**src/rtl/bp_pkg.sv**
```systemverilog
// Shared types and constants for the BP-mode block sequencer and its bits-required datapath.
package bp_pkg;

  typedef enum logic [1:0] {
    COLLECT = 2'd0,
    EVAL    = 2'd1,
    OUT     = 2'd2
  } bp_state_e;

  localparam int         BLK_LEN   = 4;
  localparam logic [1:0] ECGIDX_TC = 2'd3;
  localparam int         BITS_W    = 4;

endpackage

```
**src/rtl/Bits_required.sv**
```systemverilog
// Bits needed to code a 4-sample block: magnitude bits in SM form, full
// two's-complement width in TC form (zero slots are neutral in both).
module Bits_required
  import bp_pkg::*;
#(
  parameter int J = 10
) (
  input  logic signed [J-1:0]      s1,
  input  logic signed [J-1:0]      s2,
  input  logic signed [J-1:0]      s3,
  input  logic signed [J-1:0]      s4,
  input  logic [1:0]               ecgidx,
  output logic [BITS_W-1:0]        bits
);

  localparam logic [J-1:0]      J_ONE    = {{(J-1){1'b0}}, 1'b1};
  localparam logic [BITS_W-1:0] BITS_ONE = {{(BITS_W-1){1'b0}}, 1'b1};

  function automatic logic [J-1:0] magnitude(input logic [J-1:0] x);
    return x[J-1] ? ((~x) + J_ONE) : x;
  endfunction

  // Bit k set when bit k matches the bit above it, i.e. it is a redundant sign bit.
  function automatic logic [J-1:0] tc_mask(input logic [J-1:0] x);
    return ~(x ^ {x[J-1], x[J-1:1]});
  endfunction

  function automatic logic [BITS_W-1:0] top_bit_count(input logic [J-1:0] v);
    logic [BITS_W-1:0] n;
    n = '0;
    for (int i = 0; i < J; i++) begin
      n = v[i] ? BITS_W'(i + 1) : n;
    end
    return n;
  endfunction

  logic [J-1:0]      sm_or_s;
  logic [J-1:0]      tc_and_s;
  logic [J-1:0]      tc_diff_s;
  logic [BITS_W-1:0] sm_bits_s;
  logic [BITS_W-1:0] tc_bits_s;

  // Width evaluation for both coding forms, then mode select.
  always_comb begin
    sm_or_s   = magnitude(s1) | magnitude(s2) | magnitude(s3) | magnitude(s4);
    tc_and_s  = tc_mask(s1) & tc_mask(s2) & tc_mask(s3) & tc_mask(s4);
    tc_diff_s = ~tc_and_s;
    sm_bits_s = top_bit_count(sm_or_s);
    if (tc_diff_s == '0) begin
      tc_bits_s = BITS_ONE;
    end else begin
      tc_bits_s = top_bit_count(tc_diff_s) + BITS_ONE;
    end
    if (ecgidx == ECGIDX_TC) begin
      bits = tc_bits_s;
    end else begin
      bits = sm_bits_s;
    end
  end

endmodule

```
**src/rtl/bp_block_sequencer.sv**
```systemverilog
// Groups a valid/ready sample stream into 4-sample blocks, evaluates their bit
// width once per block and hands each block descriptor to the packer.
module bp_block_sequencer
  import bp_pkg::*;
#(
  parameter int J            = 10,
  parameter int FRAME_BLOCKS = 16
) (
  input  logic                            clk,
  input  logic                            rst,
  input  logic                            in_valid,
  output logic                            in_ready,
  input  logic signed [J-1:0]             in_sample,
  input  logic [1:0]                      ecgidx,
  input  logic                            flush,
  output logic                            out_valid,
  input  logic                            out_ready,
  output logic signed [J-1:0]             out_s1,
  output logic signed [J-1:0]             out_s2,
  output logic signed [J-1:0]             out_s3,
  output logic signed [J-1:0]             out_s4,
  output logic [BITS_W-1:0]               out_bits,
  output logic                            out_tc,
  output logic [2:0]                      out_nvalid,
  output logic                            out_last,
  output logic [$clog2(FRAME_BLOCKS)-1:0] out_blk_idx
);

  localparam int             IDX_W    = $clog2(FRAME_BLOCKS);
  localparam logic [IDX_W-1:0] IDX_LAST = IDX_W'(FRAME_BLOCKS - 1);
  localparam logic [IDX_W-1:0] IDX_ONE  = IDX_W'(1);
  localparam logic [2:0]     CNT_FULL = 3'(BLK_LEN);

  bp_state_e               state_r;
  bp_state_e               state_n_s;
  logic [2:0]              cnt_r;
  logic [2:0]              cnt_nxt_s;
  logic signed [J-1:0]     slot_r [BLK_LEN];
  logic [1:0]              mode_r;
  logic                    frame_end_r;
  logic [IDX_W-1:0]        blk_idx_r;
  logic                    in_ready_r;
  logic                    out_valid_r;
  logic [BITS_W-1:0]       out_bits_r;
  logic                    out_tc_r;
  logic [2:0]              out_nvalid_r;
  logic                    out_last_r;
  logic                    accept_s;
  logic                    flush_close_s;
  logic                    hs_s;
  logic [BITS_W-1:0]       bits_s;

  Bits_required #(.J(J)) u_bits_required (
    .s1     (slot_r[0]),
    .s2     (slot_r[1]),
    .s3     (slot_r[2]),
    .s4     (slot_r[3]),
    .ecgidx (mode_r),
    .bits   (bits_s)
  );

  // Next-state decode; a flush closes the block only if it holds at least one sample.
  always_comb begin
    state_n_s     = state_r;
    cnt_nxt_s     = cnt_r;
    accept_s      = 1'b0;
    flush_close_s = 1'b0;
    hs_s          = 1'b0;
    case (state_r)
      COLLECT: begin
        accept_s = in_valid;
        if (in_valid) begin
          cnt_nxt_s = cnt_r + 3'd1;
        end else begin
          cnt_nxt_s = cnt_r;
        end
        flush_close_s = flush && (cnt_nxt_s != 3'd0);
        if ((cnt_nxt_s == CNT_FULL) || flush_close_s) begin
          state_n_s = EVAL;
        end else begin
          state_n_s = COLLECT;
        end
      end
      EVAL: begin
        state_n_s = OUT;
      end
      OUT: begin
        hs_s = out_ready;
        if (out_ready) begin
          state_n_s = COLLECT;
        end else begin
          state_n_s = OUT;
        end
      end
      default: begin
        state_n_s = COLLECT;
      end
    endcase
  end

  // FSM, fill counter, block mode, frame position and registered handshake flags.
  always_ff @(posedge clk) begin
    if (rst) begin
      state_r     <= COLLECT;
      cnt_r       <= 3'd0;
      mode_r      <= 2'd0;
      frame_end_r <= 1'b0;
      blk_idx_r   <= '0;
      in_ready_r  <= 1'b1;
      out_valid_r <= 1'b0;
    end else begin
      state_r     <= state_n_s;
      in_ready_r  <= (state_n_s == COLLECT);
      out_valid_r <= (state_n_s == OUT);
      if (accept_s && (cnt_r == 3'd0)) begin
        mode_r <= ecgidx;
      end
      if (hs_s) begin
        cnt_r       <= 3'd0;
        frame_end_r <= 1'b0;
        blk_idx_r   <= out_last_r ? '0 : (blk_idx_r + IDX_ONE);
      end else begin
        cnt_r <= cnt_nxt_s;
        if (flush_close_s) begin
          frame_end_r <= 1'b1;
        end
      end
    end
  end

  // Slot capture with zero padding on flush, and the descriptor registers loaded in EVAL.
  always_ff @(posedge clk) begin
    if (rst) begin
      for (int i = 0; i < BLK_LEN; i++) begin
        slot_r[i] <= '0;
      end
      out_bits_r   <= '0;
      out_tc_r     <= 1'b0;
      out_nvalid_r <= 3'd0;
      out_last_r   <= 1'b0;
    end else begin
      if (accept_s) begin
        slot_r[cnt_r[1:0]] <= in_sample;
      end
      if (flush_close_s) begin
        for (int i = 0; i < BLK_LEN; i++) begin
          if (i >= int'(cnt_nxt_s)) begin
            slot_r[i] <= '0;
          end
        end
      end
      if ((state_r == COLLECT) && (state_n_s == EVAL)) begin
        out_nvalid_r <= cnt_nxt_s;
      end
      if (state_r == EVAL) begin
        out_bits_r <= bits_s;
        out_tc_r   <= (mode_r == ECGIDX_TC);
        out_last_r <= frame_end_r || (blk_idx_r == IDX_LAST);
      end
    end
  end

  assign in_ready    = in_ready_r;
  assign out_valid   = out_valid_r;
  assign out_s1      = slot_r[0];
  assign out_s2      = slot_r[1];
  assign out_s3      = slot_r[2];
  assign out_s4      = slot_r[3];
  assign out_bits    = out_bits_r;
  assign out_tc      = out_tc_r;
  assign out_nvalid  = out_nvalid_r;
  assign out_last    = out_last_r;
  assign out_blk_idx = blk_idx_r;

endmodule

```
**config.mk**
```make
export PLATFORM = sky130hd
export DESIGN_NAME = bp_block_sequencer
export DESIGN_NICKNAME = d
export VERILOG_FILES = /design/src/rtl/bp_pkg.sv /design/src/rtl/Bits_required.sv /design/src/rtl/bp_block_sequencer.sv
export SDC_FILE = /design/constraint.sdc
export NUM_CORES = 1
export LEC_CHECK = 0
export BUFFER_PORTS_ARGS = -buffer_cell sky130_fd_sc_hd__buf_2
export CORE_MARGIN = 3
export CORE_UTILIZATION = 45
export DETAILED_ROUTE_END_ITERATION = 16
export PLACE_DENSITY = 0.65
export SYNTH_ARGS = -nofsm -noshare
export SYNTH_HDL_FRONTEND = slang
export SYNTH_SLANG_ARGS = --single-unit
```
**constraint.sdc**
```tcl
create_clock -name clk -period 3.81 [get_ports clk]
set_clock_uncertainty 0.1 [all_clocks]
set_input_delay 0.381 -clock clk [delete_from_list [all_inputs] [get_ports clk]]
set_output_delay 0.381 -clock clk [all_outputs]
set_load 0.01 [all_outputs]
```
======== Word-level counts from Yosys, hierarchy flattened ========
Memories as Yosys holds them, arrays and structs flattened.
Index checks and enable logic that the tools add are counted.
storage, ports and cells
  bits in registers ....................... 23
  bits in writable memories ............... 40
  word-level logic and storage cells ...... 129
  memories kept ........................... 1
memories
  memory  words  width  read ports  clocked after Yosys merged registers in  wr ports  line                      RTL
  slot_r  4      10     4           0                                        4         bp_block_sequencer.sv:38  logic signed [J-1:0] slot_r [BLK_LEN];
cells by class
  add/sub/neg operators ................... 7
  order comparisons ....................... 4
  equal/unequal tests ..................... 7
  muxes and demuxes ....................... 64
  bitwise logic cells ..................... 23
  reduce and logical (&&, ||, !) cells .... 12
operators by type and width
  operator               number
  $mux 10                9
  $not 10->10            9
  $mux 4                 21
  $add 10x1->10 const B  4
  $xor 10x10->10         4
  $and 10x10->10         3
  $or 10x10->10          3
  $mux 1                 28
  $logic_not 10->1       1
  $reduce_or 10->1       1
  $mux 3                 3
  $add 4x1->4 const B    2
  $eq 2x2->1 const B     3
  $ge 1x3->1 const A     2
  $ge 2x3->1 const A     2
  $pmux 2 s3             1
  $eq 2x1->1 const B     2
  $eq 4x4->1 const B     1
  $logic_not 2->1        2
  $mux 2                 2
  $or 1x1->1             4
  $add 3x1->3 const B    1
  $eq 3x3->1 const B     1
  $logic_and 1x1->1      3
  4 further kinds        5

======== Logic depth before layout (Yosys ltp) ========
Gate-level depths: netlist of run 1.
An unclocked memory read counts as a cell.
  word-level depth ........................ 20
  mapped depth ............................ 12
  depth with buffers taken out ............ 12

======== Hierarchy ========
A second synthesis of run 1 with hierarchy kept.
second synthesis, totals
  cell total of the unflattened synthesis .. 450
  area, all modules ....................... 4239.1 um2
by module, submodules not included
  module              instances  cells an instance  area each (um2)
  bp_block_sequencer  1          220                2628.8
  Bits_required       1          230                1610.3

======== Least setup slack after synthesis of run 1 ========
No wires, ideal clock.
  path kind ............................... register to register
  from .................................... memory slot_r[0][2]
  to ...................................... register out_bits_r[1], in the netlist out_bits[1]
  setup time .............................. 129 ps
  arrival time ............................ 2528 ps
  data required time ...................... 3581 ps
  setup slack ............................. 1053 ps
  stages on the path, launching flop included .. 12
  path buffers ............................ 0
  period minus slack after synthesis ...... 2757 ps
  path through ............................ edfxtp_1 > inv_1 > ha_1 > or4_1 > o21ai_1 > a31oi_1 > or2b_1 > ha_1 > o311ai_1 > a21oi_1 > a311oi_1 > nor3_1
RTL lines
  what                  line                       RTL
  start, declared       bp_block_sequencer.sv:38
  end signal, assigned  bp_block_sequencer.sv:156  out_bits_r <= bits_s;
  end, declared         bp_block_sequencer.sv:44   logic [BITS_W-1:0] out_bits_r;

==> results of run 1 <==
per-layer routing:
metal  up-vias  GRT usage, %  wire, µm
li1       1669             -         -
met3        24          5.33       672
met1      1676          31.2      5140
met4         0          9.20       267
met2       127          34.4      5010
met5         -             0         0
cells by family after synthesis:
logic type / count (synthesis) / synth area share, %
AO/OA/AOI/OAI: 64 / 9.87
XOR/XNOR: 31 / 6.70
buffers and inverters: 60 / 5.86
multiplexers: 9 / 2.22
adder cells (fa/ha/maj): 38 / 11.7
flip-flops: 63 / 41.0
AND/OR/NAND/NOR: 161 / 22.6
Yosys cell counts, drive strengths merged, types with 2 or more instances:
cell type  number
and3           40
dfxtp          23
inv            44
nand4           7
o22ai           2
a31oi           3
nor2b           6
nor2           25
a311oi          4
edfxtp         40
or4             2
nand2b          6
o311ai          2
nand3           9
o21ai          19
mux2i           9
a21boi          4
and2            2
xor2            4
a211oi          2
nand2          30
nand4b          4
clkbuf          9
a21oi          17
nor3           11
ha             38
o21bai          2
nor4           12
o211ai          3
xnor2          27
buf             7
critical path, cell delays in order, from the launching register on:
cell and delay, ps:
edfxtp_1 460, inv_1 120, ha_1 350, nor4_1 540
nor2_1 90, o21ai_1 140, a31oi_1 120, or2b_1 260
ha_1 280, o311ai_1 70, a21oi_1 120, a311oi_1 270
nor3_1 80
layout make-up:
type | count | area [µm²]
flip-flops and latches | 63 | 1660
well taps | 108 | 135
clock buffers | 15 | 209
repair buffers | 73 | 370
multi-input cells | 303 | 2160
inverters | 44 | 165
fillers | 813 | 4020
clock inverters | 1 | 5.00
flip-flops by register name, indices dropped and copies added (netlist names):
signal,flops
state_r,2
frame_end_r,1
out_nvalid,3
out_blk_idx,4
in_ready,1
out_valid,1
out_tc,1
out_bits,4
cnt_r,3
mode_r,2
slot_r,40
out_last,1
report_power, final:
part / internal [µW] / switching (µW)
clock: 351 / 264
combinational: 249 / 384
sequential: 807 / 82.5
worst paths after layout:
kind,slack (ps),start,to
worst max-delay path,680,slot_r[2][0]$_SDFFCE_PN0P_,out_bits[1]$_SDFFE_PP0N_
worst min-delay path,180,ecgidx[0],mode_r[0]$_SDFFE_PP0P_
worst max register to register,680,slot_r[2][0]$_SDFFCE_PN0P_,out_bits[1]$_SDFFE_PP0N_
worst min register to register,360,out_bits[3]$_SDFFE_PP0N_,out_bits[3]$_SDFFE_PP0N_
through the flow:
stage	hold WS, ps	worst slack (ps)	total power, µW	area (µm²)
2_1_floorplan	374	1050	1310	4060
3_3_place_gp	341	758	1520	4490
3_5_place_dp	351	738	1530	4490
4_1_cts	168	713	2140	4700
5_1_grt	172	401	2260	4700
6_report	180	677	2140	4700
==> impl_metrics.sql, run 1 <==
INSERT INTO impl_metrics (metric_group, metric, value, unit) VALUES
('final_layout', 'insertedDiodeCount', '0', ''),
('drt', 'wl_per_cell', '18.3', 'µm'),
('placement', 'post-place-cells', '591', ''),
('power_and_ir_drop', 'power.static_leakage', '0.00212', 'µW'),
('floorplan', 'initial_utilization', '46.5', '%'),
('setup_path', 'worstPathMaxFanout', '4', ''),
('timing', 'timing.final.hold_violations', '0', ''),
('global_routing', 'overflow_left_after_global_routing', '0', ''),
('clock_network', 'path_clk_slew', '70', 'ps'),
('setup_path', 'critical_path_type', 'reg2reg', ''),
('floorplan', 'top_level_ports', '72', ''),
('global_routing', 'grt_antenna_before_repair', '0', ''),
('final_layout', 'most_common_cell_after_layout_fill_and_taps_aside', 'buf_2', ''),
('floorplan', 'die-width', '101', 'µm'),
('min_path', 'worstHoldPathType', 'in2reg', ''),
('clock_network', 'cts_resized', '0', ''),
('flow_run', 'timing.max_cap.violations', '0', ''),
('logic_synthesis', 'syn_inst', '426', ''),
('setup_path', 'worst-endpoint-arrival', '3240', 'ps'),
('final_layout', 'final_cell_mix', 'buf_2 (71), inv_1 (44), and3_1 (40), edfxtp_1 (40), ha_1 (38)', ''),
('logic_synthesis', 'synth.ff_latch_count', '63', ''),
('clock_network', 'clk_latency', '340', 'ps'),
('global_routing', 'number_of_global_route_vias_before_repair', '3368', ''),
('timing', 'shortest_clock_period_the_worst_path_allows_after_layout', '3130', 'ps'),
('logic_synthesis', 'synthDominantAreaCellType', 'edfxtp_1', ''),
('logic_synthesis', 'yosys_warnings', '0', ''),
('power_and_ir_drop', 'powerDensity', '455', 'nW/µm²'),
('drt', 'route.antenna.remaining_nets', '0', ''),
('final_layout', 'layout-drive-gt1-share', '18.6', '%'),
('final_layout', 'areaGrowthSynthToFinish', '16.0', '%'),
('timing', 'timing.setup.tns', '0', 'ps'),
('logic_synthesis', 'sequential_fraction_of_the_synthesis_area', '41.0', '%'),
('floorplan', 'num_rows', '34', ''),
('placement', 'dp_hpwl', '8630', 'µm'),
('setup_path', 'required_time_of_the_worst_setup_path', '3920', 'ps'),
('clock_network', 'h-tree-depth', '3', ''),
('placement', 'place.port_buffers', '71', ''),
('clock_network', 'clock_sink_count', '63', ''),
('clock_network', 'max_clock_buf_depth', '2', ''),
('logic_synthesis', 'mappedNetlistNets', '481', ''),
('global_routing', 'wire_length_of_the_first_global_routing_pass', '17700', 'µm'),
('logic_synthesis', 'post_synth.cell_area_avg', '9.52', 'µm²'),
('timing', 'period_share', '82.2', '%'),
('setup_path', 'worstSetupEndpointType', 'flip-flop', ''),
('logic_synthesis', 'syn_area', '4060', 'µm²'),
('timing', 'max_freq', '0.319', 'GHz'),
('final_layout', 'final-instance-count-excl-fill', '607', ''),
('logic_synthesis', 'synth.top_cell.area_share', '29.6', '%'),
('drt', 'vias_per_cell', '5.76', ''),
('timing', 'timing_max_transition_violations_final', '0', ''),
('floorplan', 'die_h', '101', 'µm'),
('setup_path', 'rr_worst_depth', '12', ''),
('drt', 'post-route-drc-count', '0', ''),
('drt', 'via_count', '3496', ''),
('clock_network', 'clock_tree_from_tritoncts', 'yes', ''),
('logic_synthesis', 'synthDistinctLibCells', '51', ''),
('power_and_ir_drop', 'irDropWorstVdd', '303', 'µV'),
('global_routing', 'grt_util_all_layers', '22.7', '%'),
('global_routing', 'grt_start_max_net_pins', '44', ''),
('setup_path', 'startpoint_type', 'flip-flop', ''),
('final_layout', 'nNetsFinal', '549', ''),
('logic_synthesis', 'synth_top_flop_cell', 'edfxtp_1', ''),
('drt', 'drt_pre_antenna_iters', '5', ''),
('logic_synthesis', 'synthArstFlopShare', '0', '%'),
('placement', 'gp_congestion', '0.961', ''),
('drt', 'drt-total-wl', '11100', 'µm'),
('timing', 'timing.max_slew.rel_slack', '53.0', '%'),
('floorplan', 'core-area', '8720', 'µm²'),
('logic_synthesis', 'post_synth_edffs', '40', ''),
('floorplan', 'die_outline_area', '10200', 'µm²'),
('timing', 'final-setup-viol-count', '0', ''),
('min_path', 'holdPathStages', '3', ''),
('timing', 'pin_slew_with_the_least_headroom_to_its_limit', '699', 'ps'),
('logic_synthesis', 'synthTopCellsByArea', 'edfxtp_1 (30%), ha_1 (12%), dfxtp_1 (11%), and3_1 (6.2%), xnor2_1 (5.8%)', ''),
('clock_network', 'cts_setup_buffers', '0', ''),
('timing', 'grt_setup_unrepaired', 'false', ''),
('clock_network', 'cts_root_buf', 'clkbuf_8', ''),
('final_layout', 'post-route-util', '53.9', '%'),
('outcome', 'outcome', 'complete, no violations', ''),
('clock_network', 'hold_buffers', '0', ''),
('clock_network', 'numCtsBuffers', '9', ''),
('drt', 'drt-initial-drc-count', '214', '');
No activity file was read; power rests on OpenSTA's default activity.
==> run 2, diff against run 1 <==
Clock period 3.81 ns to 3.2 ns, I/O delays scaled along.
==> impl_metrics.sql, run 2 (synthesis results as in run 1) <==
INSERT INTO impl_metrics (metric_group, metric, value, unit) VALUES
('outcome', 'outcome', 'complete, no violations', ''),
('placement', 'gp_congestion', '0.878', ''),
('setup_path', 'critPathLaunch', 'slot_r[0][2]$_SDFFCE_PN0P_', ''),
('timing', 'timing.max_slew.rel_slack', '55.3', '%'),
('final_layout', 'most_common_cell_after_layout_fill_and_taps_aside', 'buf_2', ''),
('timing', 'grt_setup_unrepaired', 'false', ''),
('floorplan', 'top_level_ports', '72', ''),
('setup_path', 'crit_top_cell', 'ha_1', ''),
('global_routing', 'grt.met1_usage', '31.4', '%'),
('global_routing', 'number_of_global_route_vias_before_repair', '3312', ''),
('global_routing', 'grt-busiest-layer', 'met2', ''),
('final_layout', 'registers.top_by_ff_count', 'slot_r', ''),
('setup_path', 'critical_path_type', 'reg2reg', ''),
('final_layout', 'areaGrowthSynthToFinish', '17.0', '%'),
('drt', 'vias_per_cell', '5.56', ''),
('global_routing', 'met2_track_demand_over_resource', '36.3', '%'),
('floorplan', 'initial_utilization', '46.5', '%'),
('floorplan', 'num_rows', '34', ''),
('setup_path', 'reg2reg_setup_slack', '240', 'ps'),
('setup_path', 'slowest_delay', '580', 'ps'),
('flow_run', 'timing.max_cap.violations', '0', ''),
('clock_network', 'h-tree-depth', '3', ''),
('timing', 'timing.final.hold_violations', '0', ''),
('setup_path', 'worst-endpoint-arrival', '3070', 'ps'),
('floorplan', 'die-width', '101', 'µm'),
('final_layout', 'largest_reg_flops', '40', ''),
('drt', 'drt-total-wl', '11000', 'µm'),
('setup_path', 'critPathSlowestCell', 'or4_1', ''),
('min_path', 'holdCritStartpoint', 'ecgidx[0]', ''),
('setup_path', 'required_time_of_the_worst_setup_path', '3320', 'ps'),
('timing', 'pin_slew_with_the_least_headroom_to_its_limit', '664', 'ps'),
('global_routing', 'overflow_left_after_global_routing', '0', ''),
('min_path', 'worstHoldPathType', 'in2reg', ''),
('final_layout', 'nNetsFinal', '557', ''),
('setup_path', 'worst_path_dominant_cell_family', 'simple AND/OR/NAND/NOR gates', ''),
('setup_path', 'startpoint_type', 'flip-flop', ''),
('clock_network', 'numCtsBuffers', '9', ''),
('final_layout', 'final_cell_mix', 'buf_2 (71), inv_1 (44), and3_1 (40), edfxtp_1 (40), ha_1 (38)', ''),
('clock_network', 'clock_tree_from_tritoncts', 'yes', ''),
('power_and_ir_drop', 'power.static_leakage', '0.00216', 'µW'),
('clock_network', 'hold_buffers', '0', ''),
('timing', 'timing.setup.tns', '0', 'ps'),
('power_and_ir_drop', 'irDropWorstVdd', '329', 'µV'),
('setup_path', 'path_cells', 'inv_1 -> ha_1 -> or4_1 -> o21ai_1 -> a31oi_1 -> or2b_1 -> ha_1 -> o311ai_1 -> a21oi_1 -> a311oi_1 -> nor3_1', ''),
('timing', 'max_freq', '0.338', 'GHz'),
('placement', 'place.port_buffers', '71', ''),
('timing', 'fin_worst_hold_slack', '134', 'ps'),
('floorplan', 'die_h', '101', 'µm'),
('setup_path', 'crit-reg2reg-launch', 'slot_r[0][2]$_SDFFCE_PN0P_', ''),
('global_routing', 'grt_start_max_net_pins', '35', ''),
('clock_network', 'clock_sink_count', '63', ''),
('drt', 'drt_pre_antenna_iters', '4', ''),
('setup_path', 'sum_of_buffers_and_inverters_on_the_critical_path', '1', ''),
('timing', 'final-setup-viol-count', '0', ''),
('global_routing', 'grt_util_all_layers', '22.6', '%'),
('global_routing', 'grt_antenna_before_repair', '0', ''),
('placement', 'dp_worst_setup_slack', '193', 'ps'),
('drt', 'via_count', '3418', ''),
('clock_network', 'max_clock_buf_depth', '2', ''),
('timing', 'period_share', '92.4', '%'),
('timing', 'setup_slack', '242', 'ps'),
('placement', 'dp_hpwl', '8710', 'µm'),
('drt', 'route.antenna.remaining_nets', '0', ''),
('final_layout', 'layout-drive-gt1-share', '20.5', '%'),
('global_routing', 'grt_use_met3', '3.74', '%'),
('drt', 'drt-initial-drc-count', '186', ''),
('floorplan', 'core-area', '8720', 'µm²'),
('drt', 'post-route-drc-count', '0', ''),
('clock_network', 'cts_root_buf', 'clkbuf_8', ''),
('clock_network', 'path_clk_slew', '80', 'ps'),
('timing', 'timing_max_transition_violations_final', '0', ''),
('final_layout', 'insertedDiodeCount', '0', ''),
('setup_path', 'worstPathMaxFanout', '3', ''),
('setup_path', 'worstSetupEndpointType', 'flip-flop', ''),
('clock_network', 'clk_latency', '340', 'ps'),
('floorplan', 'die_outline_area', '10200', 'µm²'),
('timing', 'shortest_clock_period_the_worst_path_allows_after_layout', '2960', 'ps'),
('global_routing', 'wire_length_of_the_first_global_routing_pass', '17700', 'µm'),
('power_and_ir_drop', 'powerDensity', '529', 'nW/µm²'),
('drt', 'wl_per_cell', '17.9', 'µm');
[run 2: layout make-up]
cell class | count | area (µm²)
fillers | 772 | 3980
multi-input cells | 303 | 2160
flip-flops and latches | 63 | 1660
repair buffers | 81 | 430
inverters | 44 | 165
clock buffers | 11 | 163
well taps | 108 | 135
clock inverters | 5 | 27.5
[run 2: path summary, 6_finish.rpt]
path                                                 end  depth (start not counted)
worst max-delay path            out_bits[1]$_SDFFE_PP0N_                         11
worst min-delay path              mode_r[0]$_SDFFE_PP0P_                          3
worst max register to register  out_bits[1]$_SDFFE_PP0N_                         11
worst min register to register  out_bits[3]$_SDFFE_PP0N_                          2
[run 2: timing repair]
| action | in CTS | in global routing |
|---|---|---|
| endpoints found under the setup margin | 0 | 1 |
| setup buffers | 0 | 0 |
| resized for setup | 0 | 1 |
[run 2: where the power goes]
group          internal (µW)  switching, µW
Clock                    347            337
Combinational            312            465
Sequential               960           87.3
[run 2: per-stage QoR]
| step | area (µm²) | instances | util, % | total power [µW] |
|---|---|---|---|---|
| after detailed placement | 4550 | 599 | 52.2 | 1840 |
| after global routing | 4740 | 615 | 54.4 | 2660 |
| final | 4740 | 615 | 54.4 | 2510 |
| after global placement | 4550 | 599 | 52.2 | 1820 |
| after CTS | 4740 | 615 | 54.3 | 2510 |
| after floorplan | 4060 | 426 | - | 1560 |
[run 2: worst min-delay path: stages]
cell,delay [ps]
buf_2,90
mux2i_1,60
nor2_1,70
[run 2: routing by layer]
metal / vias to the layer above / wire length [µm]
met5: - / 0
met4: 0 / 87
met3: 12 / 583
met2: 96 / 5390
met1: 1631 / 4940
li1: 1679 / -
==> run 3, diff against run 2 <==
Settings changed: SYNTH_HIERARCHICAL set to 1.
==> impl_metrics.sql, run 3 <==
INSERT INTO impl_metrics (metric_group, metric, value, unit) VALUES
('outcome', 'outcome', 'complete, no violations', ''),
('floorplan', 'die_h', '103', 'µm'),
('floorplan', 'die-width', '103', 'µm'),
('setup_path', 'required_time_of_the_worst_setup_path', '3320', 'ps'),
('logic_synthesis', 'syn_inst', '450', ''),
('power_and_ir_drop', 'powerDensity', '594', 'nW/µm²'),
('timing', 'timing.max_slew.rel_slack', '54.8', '%'),
('power_and_ir_drop', 'p_clk_share', '21.5', '%'),
('clock_network', 'path_clk_slew', '80', 'ps'),
('timing', 'pin_slew_with_the_least_headroom_to_its_limit', '672', 'ps'),
('setup_path', 'reg2reg_setup_slack', '200', 'ps'),
('logic_synthesis', 'synth.top_cell.area_share', '28.3', '%'),
('power_and_ir_drop', 'power.net_switching', '1170', 'µW'),
('logic_synthesis', 'synthArstFlopShare', '0', '%'),
('logic_synthesis', 'sequential_fraction_of_the_synthesis_area', '39.2', '%'),
('setup_path', 'worstSetupEndpointType', 'flip-flop', ''),
('global_routing', 'number_of_global_route_vias_before_repair', '3614', ''),
('global_routing', 'overflow_left_after_global_routing', '0', ''),
('min_path', 'worstHoldPathType', 'in2reg', ''),
('logic_synthesis', 'synthMostInstantiatedCell', 'and3_1', ''),
('logic_synthesis', 'syn_area', '4240', 'µm²'),
('power_and_ir_drop', 'internal_power', '1750', 'µW'),
('logic_synthesis', 'synth_top_flop_cell', 'edfxtp_1', ''),
('power_and_ir_drop', 'pwr-share-seq', '39.2', '%'),
('setup_path', 'rr_worst_depth', '12', ''),
('timing', 'timing_max_transition_violations_final', '0', ''),
('clock_network', 'cts_root_buf', 'clkbuf_8', ''),
('setup_path', 'critical_path_type', 'reg2reg', ''),
('final_layout', 'areaGrowthSynthToFinish', '15.7', '%'),
('final_layout', 'largest_reg_flops', '40', ''),
('logic_synthesis', 'synthDistinctLibCells', '60', ''),
('drt', 'via_count', '3679', ''),
('floorplan', 'num_rows', '34', ''),
('placement', 'gp_congestion', '0.993', ''),
('clock_network', 'clock_tree_from_tritoncts', 'yes', ''),
('drt', 'drt-initial-drc-count', '250', ''),
('logic_synthesis', 'synthDominantAreaCellType', 'edfxtp_1', ''),
('timing', 'timing.setup.tns', '0', 'ps'),
('global_routing', 'wire_length_of_the_first_global_routing_pass', '19900', 'µm'),
('drt', 'drt_pre_antenna_iters', '5', ''),
('drt', 'wl_per_cell', '19.8', 'µm'),
('logic_synthesis', 'synth.ff_latch_count', '63', ''),
('timing', 'timing.final.hold_violations', '0', ''),
('drt', 'route.antenna.remaining_nets', '0', ''),
('clock_network', 'max_clock_buf_depth', '2', ''),
('final_layout', 'final-instance-count-excl-fill', '638', ''),
('setup_path', 'worst-endpoint-arrival', '3120', 'ps'),
('clock_network', 'clk_latency', '340', 'ps'),
('final_layout', 'layout-drive-gt1-share', '20.9', '%'),
('floorplan', 'initial_utilization', '47.5', '%'),
('global_routing', 'grt_antenna_before_repair', '0', ''),
('logic_synthesis', 'synth.top_cells.by_count', 'and3_1 (48), inv_1 (46), edfxtp_1 (40)', ''),
('logic_synthesis', 'synthTopCellsByArea', 'edfxtp_1 (28%), ha_1 (11%), dfxtp_1 (11%), and3_1 (7.1%), xnor2_1 (4.1%)', ''),
('final_layout', 'insertedDiodeCount', '0', ''),
('final_layout', 'nNetsFinal', '580', ''),
('global_routing', 'grt_start_max_net_pins', '41', ''),
('drt', 'vias_per_cell', '5.77', ''),
('placement', 'dpl-instance-area', '4720', 'µm²'),
('power_and_ir_drop', 'power_frac_comb', '39.3', '%'),
('final_layout', 'post-route-cell-area', '4900', 'µm²'),
('final_layout', 'final_cell_mix', 'buf_2 (71), and3_1 (48), inv_1 (46)', ''),
('clock_network', 'numCtsBuffers', '9', ''),
('power_and_ir_drop', 'sw_frac_of_total', '40.0', '%'),
('logic_synthesis', 'post_synth_edffs', '40', ''),
('setup_path', 'startpoint_type', 'flip-flop', ''),
('setup_path', 'worstPathMaxFanout', '3', ''),
('timing', 'shortest_clock_period_the_worst_path_allows_after_layout', '3000', 'ps'),
('flow_run', 'timing.max_cap.violations', '0', ''),
('final_layout', 'most_common_cell_after_layout_fill_and_taps_aside', 'buf_2', ''),
('timing', 'period_share', '93.7', '%'),
('power_and_ir_drop', 'irDropWorstVdd', '469', 'µV'),
('clock_network', 'clock_sink_count', '63', ''),
('drt', 'drt-total-wl', '12600', 'µm'),
('timing', 'grt_setup_unrepaired', 'false', ''),
('drt', 'post-route-drc-count', '0', ''),
('logic_synthesis', 'post_synth.cell_area_avg', '9.42', 'µm²'),
('clock_network', 'h-tree-depth', '3', ''),
('floorplan', 'core-area', '8930', 'µm²'),
('logic_synthesis', 'mappedNetlistNets', '505', ''),
('floorplan', 'top_level_ports', '72', ''),
('placement', 'dp_hpwl', '9910', 'µm'),
('placement', 'post-place-cells', '622', ''),
('final_layout', 'registers.top_by_ff_count', 'slot_r', ''),
('logic_synthesis', 'yosys_warnings', '6', ''),
('placement', 'place.port_buffers', '71', ''),
('floorplan', 'die_outline_area', '10600', 'µm²'),
('timing', 'max_freq', '0.334', 'GHz'),
('clock_network', 'hold_buffers', '0', ''),
('min_path', 'holdPathStages', '3', ''),
('global_routing', 'grt_util_all_layers', '25.0', '%'),
('power_and_ir_drop', 'power.static_leakage', '0.00225', 'µW'),
('timing', 'final-setup-viol-count', '0', '');
==> run 3: cell types whose count changed in the layout (fill, tap and decap cells not counted), moves of 4 or more <==
cell	delta
xnor2_1	-7
nand3_1	+4
o21ai_1	-7
and3_1	+8
or3_1	+5
nand4b_1	-4
and4b_1	+4
a21oi_1	+7
a311oi_1	-4
==> run 3: logic make-up (layout without fill, tap and decap cells) <==
logic type	count (synthesis)	in the layout	share of synthesized area, %
adder cells (fa/ha/maj)	38	38	11.2
AO/OA/AOI/OAI	70	70	11.5
buffers and inverters	64	144	6.05
multiplexers	6	6	1.42
flip-flops	63	63	39.2
XOR/XNOR	26	26	5.37
AND/OR/NAND/NOR	183	183	25.2
==> run 3: power groups by stage <==
stage,logic (µW),clock network (µW),registers (µW)
floorplan,698,0,1150
global placement,1120,0,1150
detailed placement,1120,0,1160
CTS,1130,644,1140
global route,1260,683,1160
finish,1150,627,1140
==> run 3: routing by layer <==
| layer | track usage, % | share of wire [%] | up-vias | wire [µm] |
|---|---|---|---|---|
| met4 | 6.87 | 1.5 | 0 | 195 |
| met3 | 3.79 | 5.9 | 16 | 749 |
| li1 | - | - | 1780 | - |
| met2 | 38.1 | 46 | 123 | 5800 |
| met5 | 0 | 0 | - | 0 |
| met1 | 37.0 | 46 | 1760 | 5860 |
==> run 3: through the flow <==
step / utilization, % / setup WS, ps / hold slack (ps) / total power (µW)
after floorplan: - / 525 / 358 / 1850
after global placement: 52.9 / 276 / 339 / 2270
after detailed placement: 52.9 / 258 / 347 / 2280
after CTS: 54.8 / 234 / 96.0 / 2910
after global routing: 54.9 / 61.0 / 125 / 3100
final: 54.9 / 202 / 115 / 2910
==> run 3: area by class of cell <==
class                           instances  area [µm²]
Inverter                               47         176
Sequential cell                        63        1660
Tap cell                              108         135
Multi-Input combinational cell        323        2330
Clock buffer                            9         124
Clock inverter                          7        50.0
Fill cell                             865        4030
Timing Repair Buffer                   81         430
==> run 3: critical path: stages, from the launching register on <==
cell      delay, ps
edfxtp_1        410
inv_1           150
ha_1            260
or4_1           530
o21ai_0         260
a21oi_1         130
o211ai_1        260
ha_1            270
o31ai_1          70
nand3_1         100
a32o_1          220
nand2_1          60
a21oi_1          60
==> run 3: final timing paths <==
kind                              startpoint                  endpoint
hold reg to reg     out_bits[2]$_SDFFE_PP0P_  out_bits[2]$_SDFFE_PP0P_
setup reg to reg  slot_r[0][2]$_SDFFCE_PN0P_  out_bits[1]$_SDFFE_PP0P_
setup / recovery  slot_r[0][2]$_SDFFCE_PN0P_  out_bits[1]$_SDFFE_PP0P_
hold / removal                     ecgidx[0]    mode_r[0]$_SDFFE_PP0P_
==> run 3: what timing repair did <==
action | in CTS | in global routing
buffers inserted | 0 | 0
resized for setup | 0 | 1
setup endpoints to repair | 0 | 1
hold endpoints to repair | 0 | 0
